### src/rtl/vdp_pkg.sv
// Shared types and constants for the VDP VRAM-to-BRAM bridge.
package vdp_pkg;

  localparam int VRAM_AW = 15;
  localparam int BRAM_AW = 16;

  typedef enum logic [2:0] {
    IDLE  = 3'd0,
    WR    = 3'd1,
    RD    = 3'd2,
    RDOUT = 3'd3,
    ACK   = 3'd4
  } vram_br_state_t;

endpackage

### src/rtl/vram_bram_bridge.sv
// VDP 16-bit VRAM bus to a pair of 8-bit BRAM ports (A = high byte,
// B = low byte). One request is served per visit to IDLE; DTACK_N is held
// low in ACK until the VDP releases VRAM_SEL.
// Build option: define VRAM_BRIDGE_OUTREG_EN to put one extra register
// stage on read data (RD -> RDOUT -> ACK, one more clock of read latency).
module vram_bram_bridge
  import vdp_pkg::*;
#(
  parameter int RD_LAT = 1
) (
  input  logic               CLK,
  input  logic               RST,
  input  logic               VRAM_SEL,
  input  logic               VRAM_CE_N,
  input  logic               VRAM_OE_N,
  input  logic               VRAM_WE_N,
  input  logic               VRAM_UB_N,
  input  logic               VRAM_LB_N,
  input  logic [VRAM_AW-1:0] VRAM_ADDR,
  input  logic [15:0]        VRAM_DI,
  output logic [15:0]        VRAM_DO,
  output logic               VRAM_DTACK_N,
  output logic [BRAM_AW-1:0] BRAM_ADDRA,
  output logic [BRAM_AW-1:0] BRAM_ADDRB,
  output logic               BRAM_ENA,
  output logic               BRAM_WEA,
  output logic               BRAM_ENB,
  output logic               BRAM_WEB,
  output logic [7:0]         BRAM_DINA,
  output logic [7:0]         BRAM_DINB,
  input  logic [7:0]         BRAM_DOUTA,
  input  logic [7:0]         BRAM_DOUTB
);

  vram_br_state_t state, nstate;

  logic [1:0]         cnt;
  logic [VRAM_AW-1:0] addr_q;
  logic               ub_q, lb_q;     // lane enables, active high
  logic [15:0]        di_q;
  logic               abort_q;        // VDP let go of SEL mid-access

  logic        req, last_rd, stop, wr_cyc, rd_first;
  logic [15:0] rd_word;

  assign req      = VRAM_SEL & ~VRAM_CE_N;
  assign last_rd  = (cnt == 2'(RD_LAT - 1));
  // Abort takes effect even if SEL drops right on the deciding edge.
  assign stop     = abort_q | ~VRAM_SEL;
  assign wr_cyc   = (state == WR);
  assign rd_first = (state == RD) && (cnt == 2'd0);
  // Disabled lanes read as zero.
  assign rd_word  = {ub_q ? BRAM_DOUTA : 8'h00, lb_q ? BRAM_DOUTB : 8'h00};

  // State register, read-latency counter and abort flag.
  always_ff @(posedge CLK or posedge RST) begin
    if (RST) begin
      state   <= IDLE;
      cnt     <= 2'd0;
      abort_q <= 1'b0;
    end else begin
      state   <= nstate;
      cnt     <= (state == RD && !last_rd) ? cnt + 2'd1 : 2'd0;
      if (state == IDLE)
        abort_q <= 1'b0;
      else if ((state == WR || state == RD || state == RDOUT) && !VRAM_SEL)
        abort_q <= 1'b1;
    end
  end

  // Next-state decode; an aborted access still completes its BRAM cycle
  // and then drops back to IDLE without acknowledging.
  always_comb begin
    nstate = state;
    case (state)
      IDLE: begin
        if (req) begin
          if (!VRAM_WE_N)      nstate = WR;
          else if (!VRAM_OE_N) nstate = RD;
          else                 nstate = ACK;
        end
      end
      WR: nstate = stop ? IDLE : ACK;
      RD: begin
        if (last_rd) begin
`ifdef VRAM_BRIDGE_OUTREG_EN
          nstate = stop ? IDLE : RDOUT;
`else
          nstate = stop ? IDLE : ACK;
`endif
        end
      end
      RDOUT: nstate = stop ? IDLE : ACK;
      ACK:   if (!VRAM_SEL) nstate = IDLE;
      default: nstate = IDLE;
    endcase
  end

  // Request latch on acceptance in IDLE.
  always_ff @(posedge CLK or posedge RST) begin
    if (RST) begin
      addr_q <= '0;
      ub_q   <= 1'b0;
      lb_q   <= 1'b0;
      di_q   <= 16'h0000;
    end else if (state == IDLE && req) begin
      addr_q <= VRAM_ADDR;
      ub_q   <= ~VRAM_UB_N;
      lb_q   <= ~VRAM_LB_N;
      di_q   <= VRAM_DI;
    end
  end

`ifdef VRAM_BRIDGE_OUTREG_EN
  logic [15:0] rd_q;

  // Read data lands in the staging register, then moves to VRAM_DO in RDOUT.
  always_ff @(posedge CLK or posedge RST) begin
    if (RST) begin
      rd_q    <= 16'h0000;
      VRAM_DO <= 16'h0000;
    end else begin
      if (state == RD && last_rd && !stop) rd_q <= rd_word;
      if (state == RDOUT && !stop)         VRAM_DO <= rd_q;
    end
  end
`else
  // Read data captured straight into VRAM_DO on the last latency edge.
  always_ff @(posedge CLK or posedge RST) begin
    if (RST)
      VRAM_DO <= 16'h0000;
    else if (state == RD && last_rd && !stop)
      VRAM_DO <= rd_word;
  end
`endif

  // BRAM strobes decoded from state so they drop the instant state leaves
  // WR / first RD cycle (including asynchronous reset); addresses are held.
  always_comb begin
    BRAM_ADDRA   = {addr_q, 1'b0};
    BRAM_ADDRB   = {addr_q, 1'b1};
    BRAM_ENA     = (wr_cyc | rd_first) & ub_q;
    BRAM_ENB     = (wr_cyc | rd_first) & lb_q;
    BRAM_WEA     = wr_cyc & ub_q;
    BRAM_WEB     = wr_cyc & lb_q;
    BRAM_DINA    = wr_cyc ? di_q[15:8] : 8'h00;
    BRAM_DINB    = wr_cyc ? di_q[7:0]  : 8'h00;
    VRAM_DTACK_N = (state != ACK);
  end

endmodule
### config.mk
export PLATFORM = sky130hd
export DESIGN_NAME = vram_bram_bridge
export DESIGN_NICKNAME = d
export VERILOG_FILES = /design/src/rtl/vdp_pkg.sv /design/src/rtl/vram_bram_bridge.sv
export SDC_FILE = /design/constraint.sdc
export NUM_CORES = 1
export LEC_CHECK = 0
export ABC_AREA = 1
export CAP_MARGIN = 20
export CORE_MARGIN = 4
export CORE_UTILIZATION = 41
export DETAILED_ROUTE_END_ITERATION = 8
export GPL_ROUTABILITY_DRIVEN = 0
export PLACE_DENSITY = 0.89
export SLEW_MARGIN = 30
export SYNTH_ARGS = -nofsm -noshare
export SYNTH_HDL_FRONTEND = slang
export SYNTH_SLANG_ARGS = --single-unit
export TNS_END_PERCENT = 5
### constraint.sdc
create_clock -name CLK -period 2.46 [get_ports CLK]
set_clock_uncertainty 0.1 [all_clocks]
set_input_delay 0.738 -clock CLK [delete_from_list [all_inputs] [get_ports CLK]]
set_output_delay 0.738 -clock CLK [all_outputs]
set_load 0.01 [all_outputs]
Word level (Yosys, flattened, before mapping)
Index checks and enable logic that the tools add are counted.

word-level totals
  register bits after elaboration = 55
  output and inout bits = 69

operators by class
  add/subtract/negate cells = 1
  eq/ne operators = 8
  muxes and demuxes = 14
  bitwise operators = 11
  reduce and logical (&&, ||, !) cells = 15

operators by type and width
  cell                                                                    count
  8-bit 2-to-1 mux                                                        4
  3-bit 2-to-1 mux                                                        6
  3-bit case mux with 4 select lines                                      1
  3-bit by 2-bit equality test with 1-bit output (second input constant)  2
  2-bit inequality test (second input constant)                           3
  1-bit bitwise AND                                                       5
  1-bit logical AND                                                       5
  1-bit NOT                                                               4
  3-bit by 1-bit equality test with 1-bit output (second input constant)  1
  3-bit equality test (second input constant)                             1
  1-bit logical NOT                                                       3
  3-bit logical NOT                                                       1
  3-bit inequality test (second input constant)                           1
  3-bit AND reduction                                                     1
  2-bit by 1-bit adder with 2-bit output (second input constant)          1
  2-bit logical NOT                                                       1
  1-bit logical OR                                                        2
  1-bit 2-to-1 mux                                                        2
  2-bit 2-to-1 mux                                                        1
  1-bit bitwise OR                                                        2
  2-bit nonzero test                                                      1
  2-bit OR reduction                                                      1

Longest topological paths before layout
  depth after elaboration = 6
  mapped depth = 8
  depth with buffers taken out = 6

Worst setup path before layout
OpenSTA, ideal clock, no wires.

  path type = register to output
  start = register state[2]
  end = output port BRAM_ENA
  arrival = 992 ps
  data required time = 1,622 ps
  path slack = 630 ps
  cell stages (with the launch flop) = 5
  path buffers = 1
  path through = dfrtp_1 -> inv_2 -> nand3_1 -> buf_2 -> a21oi_1

on the way
  cells in the longest elaborated chain, start to end = 4
  elaborated cells between the ends (all ways) = 5
  classes of those cells = eq/ne (2); bitwise (2); reduce/logical (1)

ends and longest elaborated chain
  what                                            RTL line                 source
  start: declaration                              vram_bram_bridge.sv:35   vram_br_state_t state, nstate;
  start signal: assignment                        vram_bram_bridge.sv:62   state <= nstate;
  3-bit by 2-bit equality test with 1-bit output  vram_bram_bridge.sv:51   assign rd_first = (state == RD) && (cnt == 2'd0);
  1-bit logical AND                               vram_bram_bridge.sv:51
  1-bit bitwise OR (*)                            vram_bram_bridge.sv:142  BRAM_ENA = (wr_cyc | rd_first) & ub_q;
  1-bit bitwise AND (*)                           vram_bram_bridge.sv:142
  end: declaration                                vram_bram_bridge.sv:25   output logic BRAM_ENA,

Every way passes the cells marked *; elsewhere a longest branch is shown, timed or not.

Final worst setup path
  start = register state[2]
  end = output port BRAM_WEB

on the way
  cells in the longest elaborated chain, start to end = 2

ends and longest elaborated chain
  what                                            RTL line                 source
  3-bit by 1-bit equality test with 1-bit output  vram_bram_bridge.sv:50   assign wr_cyc = (state == WR);
  1-bit bitwise AND                               vram_bram_bridge.sv:145  BRAM_WEB = wr_cyc & lb_q;
  end: declaration                                vram_bram_bridge.sv:28   output logic BRAM_WEB,

No other way between the ends.

==> impl_metrics.toml <==
[floorplanning]
dieArea_um2 = 7640
fp.dieW_um = 87.4
fp-row-count = 28
initial_core_util_pct = 42.9
dieHeight_um = 87.4
io_pins = 124
core-area_um2 = 6030

[synthesis]
synth_nets = 372
yosysSeqAreaShare_pct = 53.2
ys_types = 23
synth-seq-cells = 55
synthCells = 316
synth_area_um2 = 2590
syn_avg_cell_area_um2 = 8.18
synth-warning-count = 0

[clocking]
clk_pin_slew_worst_paths_ns = 0.10
cts.sinks = 55
cts_hold_buf = 0
cts_buffers = 5
h-tree-depth = 2
clkLatencyLatePin_ns = 0.30
cts_tree = "built"
cts-root-buf = "clkbuf_8"
cts_buffer_depth = 2

[worst_setup_path]
cp_data_arrival_time_ns = 1.52
worst-setup-path-type = "reg -> out"
crit_required_ns = 1.62
critPathMaxFanout = 20
cp_cell_sequence = "inv_2 -> nand3_1 -> buf_4 -> nor2_1 -> dlygate4sd2_1"
cpPeakStageDelay_ns = 0.42
critPathSlowestCell = "dfrtp_1"
start_kind = "flop"
critPathCaptureType = "output port"

[power_and_ir_drop]
p_leak_nw = 1.96
worst_ir_drop_vdd_v = 0.000498
p_per_area_nw_per_um2 = 931

[routing]
wl_per_cell_um = 12.2
wl_um = 6070
vias = 2219
dr.first_iter.drc_count = 70
via_per_inst = 4.46
ant_nets = 0
drc = 0
drt_pass1_iterations = 6

[sta]
finalCriticalPeriod_ns = 2.35
rsz0062_at_grt = "no"
holdWs_ns = 0.326
fmax_mhz = 425
hold_viol = 0
fin_tns_setup_ns = 0
setup_violations = 0
slew_violations = 0
timing.final.crit_share_pct = 95.7

[finish]
layout_commonest_cell = "clkdlybuf4s50_1"
instances_no_fill = 497
syn_to_final_growth_pct = 48.7
fin_util_pct = 63.8
num-nets-final = 477
diodes = 0
layout_common_cells = "clkdlybuf4s50_1, nand2_1, inv_1"
drive_gt1_share_pct = 7.11
fillers = 528

[worst_hold_path]
min_path_type = "reg -> reg"

[grt]
grt_use_total_pct = 16.5
grt_max_degree = 68
overflow = 0
antenna_found_initial = 0
grt_pass1_vias = 2263
grt_pass1_wl_um = 10100

[outcome]
status = "completed"

[flow_run]
cap_viol_max_count = 0

[placed_design]
dp_hpwl_um = 4610
placedCellCount = 487
port_buffers = 121
timing repair:
action / CTS / global route
gates resized for setup: 21 / 5
setup buffers: 2 / 0
endpoints found under the setup margin: 20 / 3
Yosys cell counts (all sizes together):
master | n | area (µm²)
inv | 62 | 233
nand2 | 78 | 295
nand3 | 6 | 42.5
nor2 | 26 | 105
ha | 1 | 12.5
nor3 | 1 | 10.0
dfrtp | 55 | 1380
a21oi | 3 | 15.0
nand4 | 1 | 6.26
buf | 28 | 205
conb | 2 | 7.51
clkbuf | 3 | 12.5
o21ai | 50 | 265
critical path, delay by kind of cell, from the launching register on:
family / cells / cell delay, ns
buf+inv: 3 / 0.61
flops: 1 / 0.42
simple gates: 2 / 0.18
cells by family after synthesis:
| family | count (synthesis) | share of synthesized area, % |
|---|---|---|
| adders and majority gates | 1 | 0.484 |
| DFF | 55 | 53.2 |
| and+or+nand+nor | 112 | 17.8 |
| buffers and inverters | 93 | 17.4 |
| AOI/OAI and AO/OA | 53 | 10.8 |
| other | 2 | 0.290 |
worst paths after layout:
| kind | cells after the start | from | endpoint | slack (ns) |
|---|---|---|---|---|
| max | 5 | state[2]$_DFFE_PP0P_ | BRAM_WEB | 0.11 |
| min | 1 | cnt[0]$_DFF_PP0_ | cnt[0]$_DFF_PP0_ | 0.33 |
| max reg2reg | 7 | state[0]$_DFFE_PP0P_ | addr_q[13]$_DFFE_PP0P_ | 0.96 |
| min reg2reg | 1 | cnt[0]$_DFF_PP0_ | cnt[0]$_DFF_PP0_ | 0.33 |
| max in group asynchronous | 3 | RST | di_q[9]$_DFFE_PP0P_ | 1.32 |
| min in group asynchronous | 3 | RST | addr_q[3]$_DFFE_PP0P_ | 0.71 |
power by group:
group | internal (mW) | switching (mW)
registers | 1.24 | 0.216
logic | 0.852 | 0.671
clock network | 0.330 | 0.274
total | 2.42 | 1.16
per-layer routing:
metal	part of all wire (%)	wire [µm]	track usage, %	vias to the layer above
met3	7.2	438	3.41	4
met5	0	0	0	-
met4	0.58	35	4.46	0
met1	41	2500	19.9	1003
met2	51	3090	29.7	79
li1	-	-	-	1133
sequential cells by signal, indices dropped and copies added, names as in the netlist:
register  count
lb_q          1
abort_q       1
addr_q       15
ub_q          1
cnt           2
VRAM_DO      16
state         3
di_q         16
through the flow:
step           instance area [µm²]  setup slack, ns  power, mW
2_1_floorplan                 2590            0.279       2.24
3_3_place_gp                  3740            0.131       2.95
3_5_place_dp                  3740           0.0772       3.02
4_1_cts                       3850           0.0501       3.64
5_1_grt                       3840          0.00188       3.85
6_report                      3840            0.107       3.58
final cells by class:
type | instances | area (µm²) | share of cell area (%)
timing repair buffer | 129 | 1260 | 32.9
sequential | 55 | 1380 | 35.8
clock buffer | 6 | 82.6 | 2.15
inverter | 62 | 233 | 6.05
tap | 75 | 93.8 | 2.44
multi-input combinational | 168 | 759 | 19.8
clock inverter | 2 | 35.0 | 0.911
Note: power is estimated with default switching activity, not from simulation.
